**src/rtl/div_defs.sv**
```systemverilog
// Shared definitions for the sequential signed divider: FSM state encodings
// and default widths.
package div_defs;

  typedef enum logic [1:0] {
    IDLE = 2'd0,
    CALC = 2'd1,
    SIGN = 2'd2,
    DONE = 2'd3
  } state_t;

  localparam int DIV_N = 32;
  localparam int DIV_M = 16;
  localparam int CNT_W = $clog2(DIV_N);

endpackage

```
**src/rtl/abs_sign.sv**
```systemverilog
// Splits a two's complement value into its unsigned magnitude and sign bit.
// The most negative value maps to 2^(W-1), which still fits W unsigned bits.
module abs_sign #(
  parameter int W = 16
) (
  input  logic [W-1:0] val,
  output logic [W-1:0] mag,
  output logic         sign
);

  assign sign = val[W-1];
  assign mag  = sign ? ((~val) + W'(1)) : val;

endmodule

```
**src/rtl/divider2.sv**
```systemverilog
// Sequential signed divider: restoring shift-subtract on magnitudes, one
// quotient bit per clock, sign correction in a final cycle.
//
// state | meaning
// IDLE  | waiting for start, ready high
// CALC  | one quotient bit per edge, N edges
// SIGN  | apply signs, register results
// DONE  | done pulse, accepts a new start like IDLE
module divider2
  import div_defs::*;
#(
  parameter int N = DIV_N,
  parameter int m = DIV_M
) (
  input  logic                clk,
  input  logic                rst_n,
  input  logic                start,
  input  logic signed [N-1:0] dividend,
  input  logic signed [m-1:0] divisor,
  output logic                ready,
  output logic                done,
  output logic signed [N-1:0] quotient,
  output logic signed [m-1:0] remainder,
  output logic                div_zero,
  output logic                ovf
);

  localparam int CW = $clog2(N);

  logic [N-1:0] a_mag;
  logic         a_sign;
  logic [m-1:0] b_mag;
  logic         b_sign;

  abs_sign #(.W(N)) u_abs_dividend (.val(dividend), .mag(a_mag), .sign(a_sign));
  abs_sign #(.W(m)) u_abs_divisor  (.val(divisor),  .mag(b_mag), .sign(b_sign));

  state_t       state;
  logic [N-1:0] q_reg;     // dividend magnitude shifting out, quotient bits shifting in
  logic [m-1:0] d_reg;     // divisor magnitude
  logic [m:0]   part;      // partial remainder, one guard bit above the divisor width
  logic         neg_q;
  logic         neg_r;
  logic         ovf_pend;
  logic [CW-1:0] cnt;

  logic [m:0] shifted;
  logic [m:0] diff;
  logic       fits;
  logic       ovf_cond;

  // Trial subtraction for the current quotient bit.
  always_comb begin
    shifted = {part[m-1:0], q_reg[N-1]};
    diff    = shifted - {1'b0, d_reg};
    fits    = (shifted >= {1'b0, d_reg});
  end

  assign ovf_cond = (dividend == {1'b1, {(N-1){1'b0}}}) && (divisor == {m{1'b1}});

  // Control FSM and datapath registers; all outputs are registered.
  always_ff @(posedge clk) begin
    if (!rst_n) begin
      state     <= IDLE;
      ready     <= 1'b1;
      done      <= 1'b0;
      div_zero  <= 1'b0;
      ovf       <= 1'b0;
      quotient  <= '0;
      remainder <= '0;
      q_reg     <= '0;
      d_reg     <= '0;
      part      <= '0;
      neg_q     <= 1'b0;
      neg_r     <= 1'b0;
      ovf_pend  <= 1'b0;
      cnt       <= '0;
    end else begin
      done <= 1'b0;
      case (state)
        IDLE, DONE: begin
          state <= IDLE;
          ready <= 1'b1;
          if (start) begin
            if (divisor == '0) begin
              // Divide by zero skips the iteration and reports immediately.
              state     <= DONE;
              done      <= 1'b1;
              quotient  <= '0;
              remainder <= '0;
              div_zero  <= 1'b1;
              ovf       <= 1'b0;
            end else begin
              state    <= CALC;
              ready    <= 1'b0;
              q_reg    <= a_mag;
              d_reg    <= b_mag;
              part     <= '0;
              neg_q    <= a_sign ^ b_sign;
              neg_r    <= a_sign;
              ovf_pend <= ovf_cond;
              cnt      <= CW'(N - 1);
            end
          end
        end
        CALC: begin
          q_reg <= {q_reg[N-2:0], fits};
          part  <= fits ? diff : shifted;
          cnt   <= cnt - CW'(1);
          if (cnt == '0) state <= SIGN;
        end
        SIGN: begin
          // Remainder magnitude is below 2^(m-1), so the top partial bit is always zero here.
          quotient  <= neg_q ? -q_reg : q_reg;
          remainder <= neg_r ? -part[m-1:0] : part[m-1:0];
          ovf       <= ovf_pend;
          div_zero  <= 1'b0;
          done      <= 1'b1;
          ready     <= 1'b1;
          state     <= DONE;
        end
        default: state <= IDLE;
      endcase
    end
  end

endmodule

```
**config.mk**
```make
export PLATFORM = sky130hd
export DESIGN_NAME = divider2
export DESIGN_NICKNAME = d
export VERILOG_FILES = /design/src/rtl/div_defs.sv /design/src/rtl/abs_sign.sv /design/src/rtl/divider2.sv
export SDC_FILE = /design/constraint.sdc
export NUM_CORES = 1
export LEC_CHECK = 0
export BUFFER_PORTS_ARGS = -buffer_cell sky130_fd_sc_hd__buf_2
export CAP_MARGIN = 40
export CORE_ASPECT_RATIO = 0.8
export CORE_MARGIN = 2
export CORE_UTILIZATION = 35
export DETAILED_ROUTE_END_ITERATION = 7
export GPL_ROUTABILITY_DRIVEN = 0
export PLACE_DENSITY = 0.65
export SLEW_MARGIN = 0
export SYNTH_ARGS = -nofsm -noshare
export SYNTH_HDL_FRONTEND = slang
export SYNTH_SLANG_ARGS = --single-unit
export TNS_END_PERCENT = 50
```
**constraint.sdc**
```tcl
create_clock -name clk -period 3.94 [get_ports clk]
set_input_delay 1.182 -clock clk [delete_from_list [all_inputs] [get_ports clk]]
set_output_delay 1.182 -clock clk [all_outputs]
set_load 0.03 [all_outputs]
```
Yosys cells after proc, flatten, opt, wreduce, memory -nomap -nowiden
Cells that the tools add are included.
- add/sub/neg operators: 6
- $lt $le $gt $ge: 1
- equality and inequality tests: 9
- mux-type cells: 35
- bitwise operators: 4
- reductions and logical operators: 10
- operators with widths (cell ; count):
    $mux W32 ; 6
    $pmux W32 S2 ; 2
    $mux W16 ; 7
    $pmux W16 S2 ; 2
    $add A32 B1 Y32 const B ; 1
    $eq A32 B32 Y1 const B ; 1
    $neg A32 Y32 ; 1
    $not A32 Y32 ; 1
    $ge A17 B16 Y1 ; 1
    $add A16 B1 Y16 const B ; 1
    $eq A16 B16 Y1 const B ; 1
    $logic_not A16 Y1 ; 1
    $neg A16 Y16 ; 1
    $not A16 Y16 ; 1
    $sub A16 B16 Y16 ; 1
    $mux W5 ; 2
    $pmux W5 S2 ; 1
    $reduce_and A3 Y1 ; 3
    $ne A2 B2 Y1 const B ; 4
    $pmux W1 S2 ; 4
    $mux W1 ; 7
    $mux W2 ; 3
    $pmux W2 S3 ; 1
    $logic_not A5 Y1 ; 1
    other kinds (9) ; 11
- flip-flop bits (word level): 126
- input bits: 51
- logic and storage cells: 79

Logic depth before layout (Yosys ltp)
Gate-level depths: netlist (run 1).
- word-level depth: 6
- gate-level depth with buffers: 11
- mapped depth without buffers: 11

Hierarchy
A second synthesis (run 1) with hierarchy kept.
- cells, all modules: 1038
- area total of the unflattened synthesis: 8336.7 µm²
- modules (own cells, without submodules) (module ; instances ; cells each ; area an instance (µm²) ; seq. area each (µm²)):
    divider2 ; 1 ; 886 ; 7179.4 ; 2522.4
    abs_sign at u_abs_dividend ; 1 ; 103 ; 784.5 ; 0.0
    abs_sign at u_abs_divisor ; 1 ; 49 ; 372.9 ; 0.0

Least setup slack after synthesis (run 1)
Ideal clock, no wire load.
- kind: input-to-reg
- start: in dividend[1]
- end: reg q_reg[28]
- arrival time: 3199 ps
- required time: 3806 ps
- path slack: 607 ps
- stages on the path: 9
- buffers on the path: 0
- cell sequence: inv_1 -> ha_1 -> or3b_2 -> or4_4 -> nor3_1 -> nand4_1 -> o31ai_1 -> xor2_1 -> o22ai_1
- cells in the longest elaborated chain, start to end: 6
- RTL lines (item ; line ; text):
    start: declaration ; divider2.sv:18 ; input logic signed [N-1:0] dividend,
    $not A32 Y32 ; abs_sign.sv:12 ; assign mag = sign ? ((~val) + W'(1)) : val;
    $add A32 B1 Y32 ; abs_sign.sv:12 ;
    $mux W32 ; abs_sign.sv:12 ;
    $mux W32 ; divider2.sv:85 ; if (divisor == '0) begin
    $mux W32 ; divider2.sv:84 ; if (start) begin
    $pmux W32 S2 ; divider2.sv:80 ; case (state)
    end signal: assignment ; divider2.sv:96 ; q_reg <= a_mag;
    end signal: assignment ; divider2.sv:107 ; q_reg <= {q_reg[N-2:0], fits};
    end: declaration ; divider2.sv:39 ; logic [N-1:0] q_reg;
Every way passes these cells. The select of a mux whose other input is x is not followed.
A chain may end at the register's enable or synchronous reset.

Worst setup path in the final report (run 1)
Same ends and word-level chain as after synthesis.

==> results by group, run 1 <==
STA
  • Worst Skew: between 0.008 and 0.009 ns
  • Final Hold Fails: 0
  • Least-Margin Pin Slew: 0.8268 ns
  • Period utilization: 0.8367
  • Setup TNS: 0 ns
  • Final Max Slew Viols: 0
  • RSZ-0062 raised after global routing: no
  • Relative slew margins: 0.4488
  • Final setup vio count: 0
  • Fmax: 303.4 MHz
  • Min Clock Period, post-route: 3.296 ns
  • Hold WS: ~0.44 ns

Pwr
  • PD cells: 716.7 nW/µm²
  • Leakage power: ~3.6 nW
  • Worst vdd ir: approximately 400 µV

Die
  • Starting Density: 0.3601
  • Row count: 47
  • IO Pins: 103
  • Die area: about 23000 µm²
  • Core Area: 20880 µm²
  • Chip Height: roughly 140 µm
  • Die W: 167.9 µm

Final layout
  • Commonest cells after routing, fill and taps aside: nand2_1, dfxtp_1, buf_2
  • Most common cell after layout, fill and taps aside: nand2_1
  • Layout Nets: 1118
  • Area grow syn2layout: 18.36%
  • Share of cells above drive strength 1: 0.1624
  • Post-route insts no fill: approximately 1300

Worst setup path
  • Setup Crit Path Kind: in2reg
  • CP arrival: 3.56 ns
  • Setup crit end kind: flip-flop
  • Startpoint types: input port
  • Flop2flop setup slack: 0.89 ns
  • Required time worst endpoint: 4.21 ns
  • Worst R2R Path Depth: 8
  • Max Fanout on Critical Path: 5
  • Reg2reg end: part[9]$_SDFFE_PN0P_
  • Reg-to-reg startpoint: part[5]$_SDFFE_PN0P_

GRT
  • Vias in the first global route: 6148
  • Global-route wire length before repair: roughly 34000 µm
  • Remaining Overflow, GRT: 0
  • Largest net degree at the start of global routing: 74
  • Gr usage total: 0.1890
  • Antenna violations before repair: 2

Yosys
  • Area of the mapped netlist: 7518 µm²
  • Distinct cells, synth: 68
  • Ranking of synthesized cells by area: dfxtp_1, xor2_1, nand2_1
  • Yosys top cell area share: 0.3355
  • #FFs+latches synth: 126
  • Sequential area share after synthesis: 0.3355
  • Ys flop type: dfxtp_1
  • Top cell type by total area after synthesis: dfxtp_1
  • Syn Nets: between 1000 and 1500
  • FFs w/ async S/R, synth: 0
  • Syn avg cell area: 7.889 µm²
  • Gate Count Post-Synth: between 900 and 1000
  • Number of flops mapped to enable cells by yosys: 0
  • Synthesis Warnings: 0

Clocking
  • CTS tree: yes
  • Clk root buf: clkbuf_16
  • CTS Hold Buffers Added: 0
  • Post-CTS sizing: 0
  • Worst skew pair latency: 0.42 ns
  • H-tree depth: 4
  • Setup Fix Bufs, Post-CTS: 0
  • Clock slew at reported path FFs: 0.06 ns
  • CTS Sinks: 126
  • Longest Clk Path Bufs: 2
  • Inserted Clock Buffers: 17

Placement
  • Final HPWL DP: approximately 16000 µm
  • Port bufs: 102
  • Post-placement cell count: 1290

Detailed routing
  • Initial detailed-routing violation count: 828
  • DR pass1 iterations: 6
  • Post-route ant nets: 0
  • Residual DRC: 0
  • Post-Route WL: between 20000 and 25000 µm
  • Via/cell ratio: 5.361
  • Via count: 7092
  • WL per Instance: 16.12 µm

Hold path
  • Worst hold start: quotient[28]$_SDFFE_PN0P_
  • Hold worst-path end: quotient[28]$_SDFFE_PN0P_
  • Hold Path Class: reg2reg
  • Hold Path Depth: 2

Run status
  • Outcome: finished, final reports clean

Flow run
  • Max Cap Viol: 0
-- critical path, stage by stage --
cell and delay (ns):
buf_2 0.11, inv_1 0.06, ha_1 0.14, or3b_2 0.47, or4_4 0.45, nor3_1 0.26
nand4_1 0.28, o31ai_1 0.35, xor2_1 0.17, o22ai_1 0.08
-- routing by layer --
metal	track usage	part of all wire	vias to the layer above
li1	-	-	3604
met1	0.3019	0.54	3225
met2	0.2454	0.38	242
met3	0.05275	0.071	17
met4	0.03527	0.0054	4
met5	0	0.0011	-
-- area by class of cell --
type | count | area [µm²]
Fill cell | 2098 | 11980
Multi-Input combinational cell | 739 | 4617
Sequential cell | 126 | 2522
Timing Repair Buffer | 120 | 665.6
Clock buffer | 20 | 456.7
Tap cell | 269 | 336.6
Clock inverter | 12 | 162.7
Inverter | 36 | 135.1
Antenna cell | 1 | 2.502
-- cells in the mapped netlist (9+ instances only) --
master    count
mux2i_1      15
nor3_1       16
nand3_1      39
nor2_1       52
a211oi_1     21
or4_1         9
dfxtp_1     126
o41ai_1      10
o21ai_0      90
nand2_1     146
o31ai_1      32
xnor2_1      34
or3_1        10
xor2_1       63
inv_1        36
clkbuf_1     45
nand4_1      12
a21oi_1      49
ha_1         26
-- logic make-up (layout without fill, tap and decap cells) --
family | count (synthesis) | in the layout | share of synthesized area
DFF | 126 | 126 | 0.3355
adders and majority gates | 27 | 27 | 0.04593
buffers and inverters | 88 | 188 | 0.05076
xor gates and xnor gates | 97 | 97 | 0.1130
AOI/OAI and AO/OA | 272 | 272 | 0.2283
other | 0 | 1 | 0
muxes | 16 | 16 | 0.02147
and+or+nand+nor | 327 | 327 | 0.2050
-- power breakdown --
| group | internal, W | switching, W |
|---|---|---|
| sequential | 0.00151 | 0.000296 |
| combinational | 0.00113 | 0.00182 |
| clock | 0.00103 | 0.000590 |
| total | 0.00368 | 0.00270 |
-- per-stage QoR --
step / instance area, µm² / util / total power [W] / setup WS, ns
after floorplan: 7518 / - / 0.003978 / 0.6074
after global placement: 8262 / 0.3957 / 0.004698 / 0.2479
after detailed placement: 8277 / 0.3965 / 0.004733 / 0.2085
after CTS: 8896 / 0.4261 / 0.006375 / 0.6532
after global routing: 8896 / 0.4261 / 0.006829 / 0.4712
final: 8899 / 0.4263 / 0.006377 / 0.6436
-- worst max path at each step --
stage	depth (start not counted)	end	from	slack, ns
global placement	10	q_reg[28]$_SDFFE_PN0P_	dividend[1]	0.25
CTS	10	q_reg[28]$_SDFFE_PN0P_	dividend[0]	0.65
detailed placement	10	q_reg[28]$_SDFFE_PN0P_	dividend[0]	0.21
global route	10	q_reg[28]$_SDFFE_PN0P_	dividend[0]	0.47
floorplan	9	q_reg[28]$_SDFFE_PN0P_	dividend[1]	0.61
finish	10	q_reg[28]$_SDFFE_PN0P_	dividend[1]	0.64
No activity file was read; power rests on OpenSTA's default activity.
==> run 2, diff against run 1 <==
--- a/config.mk
+++ b/config.mk
@@ -12,7 +12,7 @@
 export CORE_UTILIZATION = 35
 export DETAILED_ROUTE_END_ITERATION = 7
 export GPL_ROUTABILITY_DRIVEN = 0
-export PLACE_DENSITY = 0.65
+export PLACE_DENSITY = 0.67
 export SLEW_MARGIN = 0
 export SYNTH_ARGS = -nofsm -noshare
 export SYNTH_HDL_FRONTEND = slang
==> constraint.sdc (replaced) <==
create_clock -name clk -period 2.85 [get_ports clk]
set_input_delay 0.855 -clock clk [delete_from_list [all_inputs] [get_ports clk]]
set_output_delay 0.855 -clock clk [all_outputs]
set_load 0.03 [all_outputs]
==> results by group, run 2 (synthesis gave the netlist of run 1 again) <==
Placement
  • Port bufs: 102
  • Final HPWL DP: 16540 µm
  • Placed Area: 8647 µm²

Final layout
  • Area grow syn2layout: 23.20%
  • Final Core Density: 0.4437
  • Layout Nets: 1156
  • N_diodes: 0
  • Post-route design area: 9263 µm²
  • Most common cell after layout, fill and taps aside: nand2_1
  • Share of cells above drive strength 1: 0.1952
  • Commonest cells after routing, fill and taps aside: nand2_1, dfxtp_1, buf_2
  • Filler cells: 2106

Detailed routing
  • Residual DRC: 0
  • WL per Instance: 16.06 µm
  • DR pass1 iterations: 6
  • Post-Route WL: 21840 µm
  • Initial detailed-routing violation count: around 900
  • Via count: 7289
  • Via/cell ratio: 5.360
  • Post-route ant nets: 0

Die
  • Die area: 22680 µm²
  • IO Pins: 103
  • Starting Density: 0.3601
  • Row count: 47
  • Chip Height: 135.1 µm
  • Die W: 167.9 µm
  • Core Area: 20880 µm²

Pwr
  • PD cells: 982.4 nW/µm²
  • Final Power: 0.009100 W
  • Leakage power: 3.767 nW
  • Worst vdd ir: 527.9 µV

GRT
  • Largest net degree at the start of global routing: 39
  • Vias in the first global route: 6465
  • Gr usage total: 0.1965
  • Antenna violations before repair: 1
  • Remaining Overflow, GRT: 0
  • Global-route wire length before repair: 35310 µm

Clocking
  • H-tree depth: 4
  • Worst skew pair latency: 0.43 ns
  • CTS tree: yes
  • Clock slew at reported path FFs: 0.06 ns
  • Inserted Clock Buffers: 17
  • CTS Hold Buffers Added: 0
  • Clk root buf: clkbuf_16
  • Longest Clk Path Bufs: 2
  • CTS Sinks: 126

Worst setup path
  • Startpoint types: input port
  • Setup crit end kind: flip-flop
  • Max Fanout on Critical Path: 4
  • Worst R2R Path Depth: 10
  • CP arrival: 3.03 ns
  • Required time worst endpoint: about 3.2 ns
  • Setup Crit Path Kind: in2reg

Flow run
  • Max Cap Viol: 0

STA
  • Period utilization: 0.9564
  • Least-Margin Pin Slew: 0.6333 ns
  • Final Hold Fails: 0
  • Fmax: 366.9 MHz
  • Relative slew margins: 0.5739
  • Final Max Slew Viols: 0
  • Worst Skew: 0.01233 ns
  • Final setup vio count: 0
  • Min Clock Period, post-route: 2.726 ns

Hold path
  • Hold Path Class: reg2reg
  • Hold Path Depth: 2

Run status
  • Outcome: finished, final reports clean
==> run 2: area by class of cell <==
class,instances,area (µm²),area share
flip-flops and latches,126,2522,0.2723
clock buffers,18,429.2,0.04633
inverters,36,135.1,0.01459
multi-input cells,739,4638,0.5007
repair buffers,158,1035,0.1117
clock inverters,14,166.4,0.01797
well taps,269,336.6,0.03634
==> run 2: critical path: stages <==
cell and delay [ns]:
buf_2 0.11, inv_1 0.08, ha_1 0.16, or3b_4 0.38, or4_4 0.44, nor3_2 0.23
nand4_1 0.10, buf_4 0.18, o31ai_2 0.25, xor2_1 0.16, o22ai_1 0.09
==> run 2: where the power goes <==
| part | switching, W | total (W) | internal [W] |
|---|---|---|---|
| clock network | 0.000840 | 0.00221 | 0.00137 |
| logic | 0.00261 | 0.00440 | 0.00179 |
| registers | 0.000397 | 0.00249 | 0.00209 |
| total | 0.00384 | 0.00910 | 0.00526 |
==> run 2: through the flow <==
stage                     hold WS, ns  instances    TNS, ns  setup WS (ns)
after floorplan                0.4319        953   -0.06039       -0.04522
after global placement         0.4304       1327     -3.287        -0.3302
after detailed placement       0.4379       1327     -4.190        -0.3720
after CTS                      0.4476       1359          0        0.05771
after global routing           0.4595       1360  -0.001173      -0.001173
final                          0.4442       1360          0         0.1243
==> run 2: timing repair <==
action / 4_1_cts / 5_1_grt
gates resized for setup: 0 / 4
endpoints found under the setup margin: 0 / 9
setup buffers: 0 / 1
==> run 2: worst paths after layout <==
check | start | slack [ns] | endpoint
max reg2reg | d_reg[8]$_SDFFE_PN0P_ | 0.16 | part[0]$_SDFFE_PN0P_
min reg2reg | quotient[20]$_SDFFE_PN0P_ | 0.44 | quotient[20]$_SDFFE_PN0P_
min | quotient[20]$_SDFFE_PN0P_ | 0.44 | quotient[20]$_SDFFE_PN0P_
max | dividend[1] | 0.12 | q_reg[28]$_SDFFE_PN0P_
==> run 2: layer usage <==
metal | up-vias | GRT usage | wire [µm]
li1 | 3666 | - | -
met1 | 3338 | 0.3202 | 11790
met2 | 264 | 0.2551 | 8244
met3 | 19 | 0.04162 | 1640
met4 | 2 | 0.04203 | 159
met5 | - | 0 | 13
==> run 3, diff against run 2 <==
--- a/config.mk
+++ b/config.mk
@@ -12,9 +12,10 @@
 export CORE_UTILIZATION = 35
 export DETAILED_ROUTE_END_ITERATION = 7
 export GPL_ROUTABILITY_DRIVEN = 0
-export PLACE_DENSITY = 0.67
+export PLACE_DENSITY = 0.65
 export SLEW_MARGIN = 0
 export SYNTH_ARGS = -nofsm -noshare
 export SYNTH_HDL_FRONTEND = slang
+export SYNTH_HIERARCHICAL = 1
 export SYNTH_SLANG_ARGS = --single-unit
 export TNS_END_PERCENT = 50
==> constraint.sdc (replaced) <==
create_clock -name clk -period 2.79 [get_ports clk]
set_input_delay 0.837 -clock clk [delete_from_list [all_inputs] [get_ports clk]]
set_output_delay 0.837 -clock clk [all_outputs]
set_load 0.03 [all_outputs]
==> results by group, run 3 <==
Run status
  • Outcome: finished, final reports clean

Die
  • Die area: around 25000 µm²
  • IO Pins: slightly above 100
  • Chip Height: 142.0 µm
  • Starting Density: 0.3563
  • Die W: 176.6 µm
  • Core Area: about 23000 µm²
  • Row count: 50

Clocking
  • Worst skew pair latency: around 0.42 ns
  • CTS Sinks: 126
  • CTS tree: yes
  • H-tree depth: 4
  • Clk root buf: clkbuf_16
  • Clock slew at reported path FFs: 0.06 ns
  • Longest Clk Path Bufs: 2
  • Setup Fix Bufs, Post-CTS: 0
  • Inserted Clock Buffers: 17

Worst setup path
  • Setup crit end kind: flip-flop
  • Reg-to-reg startpoint: d_reg[0]$_SDFFE_PN0P_
  • Setup Crit Path Kind: reg2reg
  • Critical-path cell list: ha_1, inv_1, fa_1, a21o_1, a22o_1, o21ai_0, mux2i_1, nor4b_1, a21o_1
  • Slowest stage delay, CP: slightly above 0.4 ns
  • Slowest CP cell: nor4b_1
  • Most common cell on crit path: a21o_1
  • CP delay by family, top: compound AO/OA/AOI/OAI gates
  • Max Fanout on Critical Path: 3
  • Flop2flop setup slack: 0.14 ns
  • Reg2reg end: part[14]$_SDFFE_PN0P_
  • Startpoint types: flip-flop
  • CP arrival: 3.02 ns
  • Required time worst endpoint: around 3.2 ns
  • WP buf/inv: 1
  • Worst R2R Path Depth: 9

Pwr
  • Clk network pwr share: 0.236
  • Final Power: 0.01042 W
  • PD cells: 1024 nW/µm²
  • Switching Share: 0.4394
  • Logic gate share of total power: 0.506
  • Worst vdd ir: 570.3 µV
  • Switch Pwr: 0.004577 W
  • Internal: between 0.005 and 0.006 W
  • Leakage power: 3.983 nW
  • Register share of total power: 0.257

Yosys
  • Syn avg cell area: 8.032 µm²
  • Sequential area share after synthesis: 0.3026
  • Distinct cells, synth: 72
  • Ranking of synthesized cells by area: dfxtp_1, xnor2_1, nand2_1
  • #FFs+latches synth: about 130
  • Gate Count Post-Synth: around 1000
  • Yosys top cell area share: 0.3026
  • FFs w/ async S/R, synth: 0
  • Number of flops mapped to enable cells by yosys: 0
  • Count leader, synth: dfxtp_1
  • Synthesis Warnings: 6
  • Top post-synthesis cells by count: dfxtp_1, nand2_1, xnor2_1
  • Ys flop type: dfxtp_1
  • Syn Nets: 1115
  • Area of the mapped netlist: roughly 8300 µm²
  • Top cell type by total area after synthesis: dfxtp_1

Final layout
  • Share of cells above drive strength 1: 0.2165
  • Final Core Density: 0.4348
  • Area grow syn2layout: 22.02%
  • Post-route design area: 10170 µm²
  • N_diodes: 0
  • Layout Nets: between 1000 and 1500
  • Commonest cells after routing, fill and taps aside: dfxtp_1, nand2_1, buf_2
  • Most common cell after layout, fill and taps aside: dfxtp_1

STA
  • Least-Margin Pin Slew: 0.9537 ns
  • Hold WS: 0.4452 ns
  • Final setup vio count: 0
  • Worst Skew: 0.01344 ns
  • RSZ-0062 raised after global routing: no
  • Min Clock Period, post-route: 2.647 ns
  • Relative slew margins: 0.3633
  • Setup TNS: 0 ns
  • Fmax: 377.7 MHz
  • Final Hold Fails: 0
  • Final Max Slew Viols: 0
  • Period utilization: 0.9489

Detailed routing
  • WL per Instance: 16.53 µm
  • Post-route ant nets: 0
  • Via/cell ratio: 5.462
  • DR pass1 iterations: 5
  • Initial detailed-routing violation count: 646
  • Via count: 8138
  • Residual DRC: 0
  • Post-Route WL: roughly 25000 µm

Placement
  • Port bufs: 102
  • Final HPWL DP: around 19000 µm
  • Placed Area: around 9500 µm²

GRT
  • Remaining Overflow, GRT: 0
  • Largest net degree at the start of global routing: 58
  • Antenna violations before repair: 0
  • Vias in the first global route: 7128
  • Gr usage total: 0.1948
  • Global-route wire length before repair: 39120 µm

Hold path
  • Hold worst-path end: quotient[11]$_SDFFE_PN0P_
  • Hold Path Class: reg2reg
  • Hold Path Depth: 2
  • Worst hold start: quotient[11]$_SDFFE_PN0P_

Flow run
  • Max Cap Viol: 0
run 3: worst max-delay path by stage:
stage,start,cells after the start,end,slack [ns]
5_1_grt,q_reg[1]$_SDFFE_PN0P_,8,quotient[20]$_SDFFE_PN0P_,0.05
4_1_cts,q_reg[1]$_SDFFE_PN0P_,8,quotient[24]$_SDFFE_PN0P_,0.14
3_5_place_dp,divisor[2],7,quotient[4]$_SDFFE_PN0P_,-0.02
2_1_floorplan,divisor[10],8,part[6]$_SDFFE_PN0P_,0.26
6_report,d_reg[0]$_SDFFE_PN0P_,9,part[14]$_SDFFE_PN0P_,0.14
3_3_place_gp,divisor[10],8,quotient[4]$_SDFFE_PN0P_,-0.0007
run 3: layout make-up:
class	count	area, µm²
clock buffer	19	442.9
clock inverter	13	211.5
fill	2395	13230
inverter	36	135.1
multi-input combinational	803	5354
sequential	126	2522
tap	312	390.4
timing repair buffer	181	1116
run 3: cell families (layout without fill, tap and decap cells):
group	count (synthesis)	after routing	synth area share
adder cells (fa/ha/maj)	26	26	0.03992
flip-flops	126	126	0.3026
AO/OA/AOI/OAI	278	278	0.2338
multiplexers	33	33	0.03962
XOR/XNOR	93	93	0.09770
AND/OR/NAND/NOR	373	373	0.2296
buffers and inverters	109	249	0.05673
run 3: worst register-to-register path: stages, from the launching register on:
cell and delay [ns]:
dfxtp_1 0.40, ha_1 0.21, inv_1 0.06, fa_1 0.40
a21o_1 0.21, a22o_1 0.21, o21ai_0 0.39, mux2i_1 0.13
nor4b_1 0.41, a21o_1 0.17
run 3: repair_timing:
| action | in CTS | in global routing |
|---|---|---|
| gates resized for setup | 0 | 1 |
| endpoints found under the hold margin | 0 | 0 |
| setup endpoints to repair | 0 | 1 |
| hold buffers | 0 | 0 |
run 3: routing by layer:
| metal | routed length, µm | global-route usage | up-vias | part of all wire |
|---|---|---|---|---|
| met5 | 0 | 0 | - | 0 |
| met1 | 13280 | 0.3123 | 3803 | 0.54 |
| li1 | - | - | 4060 | - |
| met4 | 125 | 0.03567 | 0 | 0.0051 |
| met2 | 9216 | 0.2539 | 264 | 0.37 |
| met3 | 2018 | 0.04995 | 11 | 0.082 |
run 3: stage by stage:
stage | std cells | setup slack (ns)
6_report | 1490 | 0.1426
5_1_grt | 1490 | 0.04809
4_1_cts | 1490 | 0.1404
3_5_place_dp | 1458 | -0.01768
3_3_place_gp | 1458 | -0.0006797
2_1_floorplan | 1038 | 0.2634
run 3: power by group through the flow:
stage                     clock network [W]  logic (W)  registers [W]
after floorplan                           0    0.00372        0.00262
after global placement                    0    0.00514        0.00267
after detailed placement                  0    0.00518        0.00269
after CTS                           0.00248    0.00520        0.00266
after global routing                0.00257    0.00579        0.00273
final                               0.00246    0.00527        0.00268
